==> config.mk <==
export PLATFORM = sky130hd
export DESIGN_NAME = xintf_ram_arbiter
export DESIGN_NICKNAME = d
export VERILOG_FILES = /design/src/rtl/xintf_ram_arbiter.sv
export SDC_FILE = /design/constraint.sdc
export NUM_CORES = 1
export LEC_CHECK = 0
export CAP_MARGIN = 20
export CORE_MARGIN = 3
export CORE_UTILIZATION = 44
export CTS_BUF_LIST = sky130_fd_sc_hd__clkbuf_4 sky130_fd_sc_hd__clkbuf_8
export CTS_CLUSTER_DIAMETER = 80
export DETAILED_ROUTE_END_ITERATION = 8
export PLACE_DENSITY = 0.95
export SYNTH_ARGS = -nofsm -noshare
export SYNTH_HDL_FRONTEND = slang
export SYNTH_SLANG_ARGS = --single-unit
==> constraint.sdc <==
create_clock -name i_clk -period 3.78 [get_ports i_clk]
set_input_delay 0.378 -clock i_clk [delete_from_list [all_inputs] [get_ports i_clk]]
set_output_delay 0.378 -clock i_clk [all_outputs]
set_load 0.05 [all_outputs]
==> src/rtl/xintf_ram_arbiter.sv <==
// Round-robin arbiter sharing one XINTF DPBRAM port among N_REQ burst requesters.
// Grants one requester per burst, registers its beats onto the RAM port and steers read data back.
module xintf_ram_arbiter #(
    parameter int N_REQ     = 3,
    parameter int ADDR_W    = 9,
    parameter int DATA_W    = 16,
    parameter int MAX_BURST = 64
) (
    input  logic                      i_clk,
    input  logic                      i_rst,
    input  logic [N_REQ-1:0]          i_req,
    output logic [N_REQ-1:0]          o_gnt,
    input  logic [N_REQ-1:0]          i_ce,
    input  logic [N_REQ-1:0]          i_we,
    input  logic [N_REQ-1:0]          i_last,
    input  logic [N_REQ*ADDR_W-1:0]   i_addr,
    input  logic [N_REQ*DATA_W-1:0]   i_din,
    output logic [ADDR_W-1:0]         o_ram_addr,
    output logic [DATA_W-1:0]         o_ram_din,
    output logic                      o_ram_we,
    output logic                      o_ram_ce,
    input  logic [DATA_W-1:0]         i_ram_dout,
    output logic [DATA_W-1:0]         o_rdata,
    output logic [N_REQ-1:0]          o_rvalid,
    output logic                      o_force_rel
);

    localparam int IDX_W = $clog2(N_REQ);
    localparam int CNT_W = 8;

    typedef enum logic [1:0] {
        S_IDLE,
        S_GRANT,
        S_RELEASE
    } state_t;

    state_t              state_q, state_d;
    logic [N_REQ-1:0]    gnt_q, gnt_d;
    logic [IDX_W-1:0]    gnt_idx_q, gnt_idx_d;   // doubles as last_gnt for the round-robin scan
    logic [CNT_W-1:0]    beat_cnt_q, beat_cnt_d;
    logic                force_rel_q, force_rel_d;
    logic [ADDR_W-1:0]   ram_addr_q, ram_addr_d;
    logic [DATA_W-1:0]   ram_din_q, ram_din_d;
    logic                ram_we_q, ram_we_d;
    logic                ram_ce_q, ram_ce_d;
    logic [N_REQ-1:0]    rd_tag_q, rd_tag_d;
    logic [N_REQ-1:0]    rvalid_q, rvalid_d;

    logic                pick_valid;
    logic [IDX_W-1:0]    pick_idx;
    logic                sel_ce, sel_we, sel_last, sel_req;
    logic [ADDR_W-1:0]   sel_addr;
    logic [DATA_W-1:0]   sel_din;
    logic                beat, last_hit, cap_hit;

    // Round-robin pick: first set request scanning upward from last_gnt+1, wrapping.
    always_comb begin
        int cand;
        pick_valid = 1'b0;
        pick_idx   = gnt_idx_q;
        cand       = 0;
        for (int off = 1; off <= N_REQ; off++) begin
            cand = (int'(gnt_idx_q) + off) % N_REQ;
            if (!pick_valid && i_req[cand]) begin
                pick_valid = 1'b1;
                pick_idx   = IDX_W'(cand);
            end
        end
    end

    assign sel_ce   = i_ce[gnt_idx_q];
    assign sel_we   = i_we[gnt_idx_q];
    assign sel_last = i_last[gnt_idx_q];
    assign sel_req  = i_req[gnt_idx_q];
    assign sel_addr = i_addr[gnt_idx_q*ADDR_W +: ADDR_W];
    assign sel_din  = i_din[gnt_idx_q*DATA_W +: DATA_W];

    assign beat     = (state_q == S_GRANT) && sel_ce && gnt_q[gnt_idx_q];
    assign last_hit = beat && sel_last;
    assign cap_hit  = beat && ((int'(beat_cnt_q) + 1) == MAX_BURST);

    // NOTE: every signal gets a default before the case so no path leaves it unassigned (no latch).
    always_comb begin
        state_d     = state_q;
        gnt_d       = gnt_q;
        gnt_idx_d   = gnt_idx_q;
        beat_cnt_d  = beat_cnt_q;
        force_rel_d = 1'b0;
        unique case (state_q)
            S_IDLE: begin
                gnt_d      = '0;
                beat_cnt_d = '0;
                if (pick_valid) begin
                    state_d   = S_GRANT;
                    gnt_d     = N_REQ'(1) << pick_idx;
                    gnt_idx_d = pick_idx;
                end
            end
            S_GRANT: begin
                if (beat) beat_cnt_d = beat_cnt_q + CNT_W'(1);
                if (last_hit || !sel_req || cap_hit) begin
                    state_d     = S_RELEASE;
                    gnt_d       = '0;
                    force_rel_d = cap_hit && !last_hit;
                end
            end
            S_RELEASE: begin
                state_d    = S_IDLE;
                gnt_d      = '0;
                beat_cnt_d = '0;
            end
            default: begin
                state_d    = S_IDLE;
                gnt_d      = '0;
                beat_cnt_d = '0;
            end
        endcase
    end

    // RAM port and read-return tag pipeline run independently of the FSM state.
    always_comb begin
        ram_ce_d   = beat;
        ram_we_d   = beat && sel_we;
        ram_addr_d = beat ? sel_addr : ram_addr_q;
        ram_din_d  = beat ? sel_din  : ram_din_q;
        rd_tag_d   = (beat && !sel_we) ? gnt_q : '0;
        rvalid_d   = rd_tag_q;
    end

    // NOTE: sequential state uses non-blocking assignments so all flops update from pre-edge values.
    always_ff @(posedge i_clk or negedge i_rst) begin
        if (!i_rst) begin
            state_q     <= S_IDLE;
            gnt_q       <= '0;
            gnt_idx_q   <= IDX_W'(N_REQ - 1);
            beat_cnt_q  <= '0;
            force_rel_q <= 1'b0;
            ram_addr_q  <= '0;
            ram_din_q   <= '0;
            ram_we_q    <= 1'b0;
            ram_ce_q    <= 1'b0;
            rd_tag_q    <= '0;
            rvalid_q    <= '0;
        end else begin
            state_q     <= state_d;
            gnt_q       <= gnt_d;
            gnt_idx_q   <= gnt_idx_d;
            beat_cnt_q  <= beat_cnt_d;
            force_rel_q <= force_rel_d;
            ram_addr_q  <= ram_addr_d;
            ram_din_q   <= ram_din_d;
            ram_we_q    <= ram_we_d;
            ram_ce_q    <= ram_ce_d;
            rd_tag_q    <= rd_tag_d;
            rvalid_q    <= rvalid_d;
        end
    end

    assign o_gnt       = gnt_q;
    assign o_force_rel = force_rel_q;
    assign o_ram_addr  = ram_addr_q;
    assign o_ram_din   = ram_din_q;
    assign o_ram_we    = ram_we_q;
    assign o_ram_ce    = ram_ce_q;
    assign o_rvalid    = rvalid_q;
    assign o_rdata     = i_ram_dout;

endmodule

==> results.md <==
- RSZ-0062 raised after global routing: false
- DRC viols: 0
- Filler Cell Count: 466
- Synth Flop Type: dfrtp_1
- Max stage delay cell, worst path: dfrtp_1
- Final hold vios: 0
- Core box area: 6130 um2
- Final WL: 7.62 mm
- Register area share after synthesis: 42.5%
- Static Leak: 0.00178 uW
- Die width: 87.0 um
- Worst setup SP type: register
- FF-to-FF Start: gnt_idx_q[0]$_DFFE_PN0P_
- Biggest cell delay along the critical path: 650 ps
- Adder-Cell Fraction of Synth Area: 2.17%
- Post-synthesis mux area share: 11.2%
- Final Critical Period: 2610 ps
- Vias in the first global route: 2463
- Clock Sinks: 49
- Post-Synth Simple-Gate Area: 17.5%
- Post-synthesis cell area: 2890 um2
- Clk Tree Root Cell: clkbuf_8
- Cell variety after synth: 49
- Grt total ovfl: 0
- Global-route wire length before repair: 11.6 mm
- WL/cell: 15.4 um
- Synth area leaders: dfrtp_1, mux2i_1, nor2_1
- Crit path cell chain: buf_4 -> inv_1 -> ha_1 -> nor2b_1 -> o31ai_1 -> nand2_1 -> mux2_1 -> o2bb2ai_1
- Origin of the worst setup path: gnt_idx_q[0]$_DFFE_PN0P_
- Post-route ant nets: 0
- Max Fclk: 0.383 GHz
- Antenna Cells: 0
- P&R area growth vs syn: 44.0%
- Status: finished clean
- Initial antenna violation count: 0
- Clk Latency, worst-skew pair: 310 ps
- Die Ht: 87.0 um
- DRT iter0 DRCs: 122
- Worst Path Required: 4020 ps
- Skew final: 13.6 ps
- Synth Net Count: 429
- CP Capture Type: register
- Ys Warns: 0
- Placed cell count: 485
- Worst slew margin: 41.4%
- Async SR Flop Fraction: 100%
- Fin area: 4150 um2
- Crit path max fanout: 23
- Data arrival, critical path: 2850 ps
- Area leader, netlist: dfrtp_1
- Final cell count without fillers: 495
- Syn avg cell area: 9.04 um2
- Final setup vio count: 0
- Htree depth: 2
- Initial Util: 47.1%
- Hold slack: 355 ps
- Fin. max-slew vios: 0
- Critical path class: reg -> reg
- Top cell type's share of synthesized area: 41.6%
- Share of cells above drive strength 1: 5.24%
- Drt via density: 5.19
- Core Util, Final: 67.8%
- Main combinational cell family by area after synthesis: simple AND/OR/NAND/NOR gates
- CTS buffer count: 5
- Hold Path Stages: 0
- Syn Inst Count: 319
- Reg2Reg Depth: 8
- Worst VDD drop: 0.536 mV
- Std cell rows: 28
- Die ar.: 7560 um2
- Vias: 2571
- HP Start: rd_tag_q[1]$_DFF_PN0_
- Met1 WL: 3.10 mm
- XOR/XNOR share of the synthesized area: 2.73%
- Final Wtd Congestion: 0.830
- TritonRoute pass-1 iters: 4
- EDFF count, synth: 0
- Post-synthesis compound-gate area fraction: 15.9%
- Max-cap check violation count: 0
- Final clock period utilization by the worst path: 69.1%
- Worst hold-check path type: reg -> reg
- Setup TNS: 0 ps
- Count of input and output buffers: 122
- Total GRT Usage: 19.3%
- Layout net count: 529
- Final HPWL DP: 5.80 mm
- Met2 Wirelength: 3.95 mm
- Seq cells post-synth: 49
- CTS tree: built
- PwrDens: 706 nW/um2
- Highest metal used: met4
- I/O pin count: 155
- Placement Cell Area: 4020 um2
- CTS Buffer Depth: 2
- Slew @ Worst Pin: 879 ps
- Routed wl met3: 441 um
- Clock transition at path regs: 90 ps
- Largest net degree at the start of global routing: 53
-- kinds of logic after synthesis --
family                   Yosys count
AO/OA/AOI/OAI                     77
XOR/XNOR                           9
adder cells (fa/ha/maj)            5
buffers and inverters             41
flip-flops                        49
multiplexers                      32
AND/OR/NAND/NOR                  106
-- repair_timing --
item                                   CTS  global route
hold buffers                             0             1
gates resized for setup                  0             0
endpoints found under the hold margin    0             7
setup buffers                            0             0
-- synthesized netlist by cell type (5+ instances only) --
master	n
o21ai_1	25
nand2b_1	5
ha_1	5
buf_2	6
buf_4	18
dfrtp_1	48
inv_1	5
a21oi_1	27
nand2_1	34
nor2_1	41
clkbuf_1	6
xor2_1	6
mux2i_1	30
-- cell type report --
class / instances / area, um2 / share of cell area [%]
clock buffers: 7 / 96.3 / 2.32
clock inverters: 1 / 5.00 / 0.120
inverters: 6 / 22.5 / 0.542
multi-input cells: 229 / 1430 / 34.5
flip-flops and latches: 49 / 1230 / 29.5
well taps: 75 / 93.8 / 2.26
repair buffers: 128 / 1280 / 30.7
-- routing by layer --
metal	up-vias	GRT usage [%]
met5	-	0
met4	0	6.23
met3	11	4.16
met2	85	34.6
met1	1195	22.7
li1	1280	-
-- placed cells by master, fill, tap and decap left out, types with 2 or more instances in the layout --
master	n
mux2i_1	30
a21o_1	2
o22ai_1	3
nor2_1	41
o31ai_1	3
ha_1	5
and3_1	4
nand2_1	34
xor2_1	6
nand2b_1	4
o21a_1	2
o21ai_1	25
nand4_1	4
and3b_1	2
inv_1	5
nand3b_1	3
mux2_1	2
nor4_1	2
o2bb2ai_1	2
clkbuf_8	7
buf_4	4
clkdlybuf4s50_1	121
dfrtp_1	48
nor2b_1	2
a21oi_1	27
a211oi_1	2
a21boi_1	2
xnor2_1	3
-- final timing paths --
kind	to	slack (ps)
setup / recovery	o_gnt[2]$_DFFE_PN0P_	1170
hold / removal	o_rvalid[1]$_DFF_PN0_	350
setup reg to reg	o_gnt[2]$_DFFE_PN0P_	1170
hold reg to reg	o_rvalid[1]$_DFF_PN0_	350
max in group asynchronous	o_ram_din[8]$_DFFE_PN0P_	2820
min in group asynchronous	o_gnt[1]$_DFFE_PN0P_	460
-- sequential cells by signal (all words and copies together) (netlist names), 2 cells and up --
| name | flops |
|---|---|
| rd_tag_q | 3 |
| state_q | 2 |
| o_rvalid | 3 |
| gnt_idx_q | 2 |
| beat_cnt_q | 8 |
| o_gnt | 3 |
| o_ram_din | 16 |
| o_ram_addr | 9 |
-- worst max-delay path: cells and delay by family, from the launching register on --
| kind | cells | cell delay (ps) |
|---|---|---|
| simple gates | 2 | 270 |
| flops | 1 | 650 |
| mux | 1 | 320 |
| fa+ha+maj | 1 | 380 |
| buf+inv | 2 | 440 |
| compound gates | 2 | 470 |
-- power breakdown --
| group | switching (uW) | total, uW | internal, uW |
|---|---|---|---|
| logic | 1100 | 1770 | 667 |
| clock network | 175 | 341 | 166 |
| registers | 135 | 823 | 688 |
-- through the flow --
stage,total power [uW],setup slack [ps]
4_1_cts,2940,1170
5_1_grt,3100,1020
3_3_place_gp,2530,1320
3_5_place_dp,2590,1200
6_report,2930,1170
2_1_floorplan,2090,1590
(Power assumes the default switching activity.)
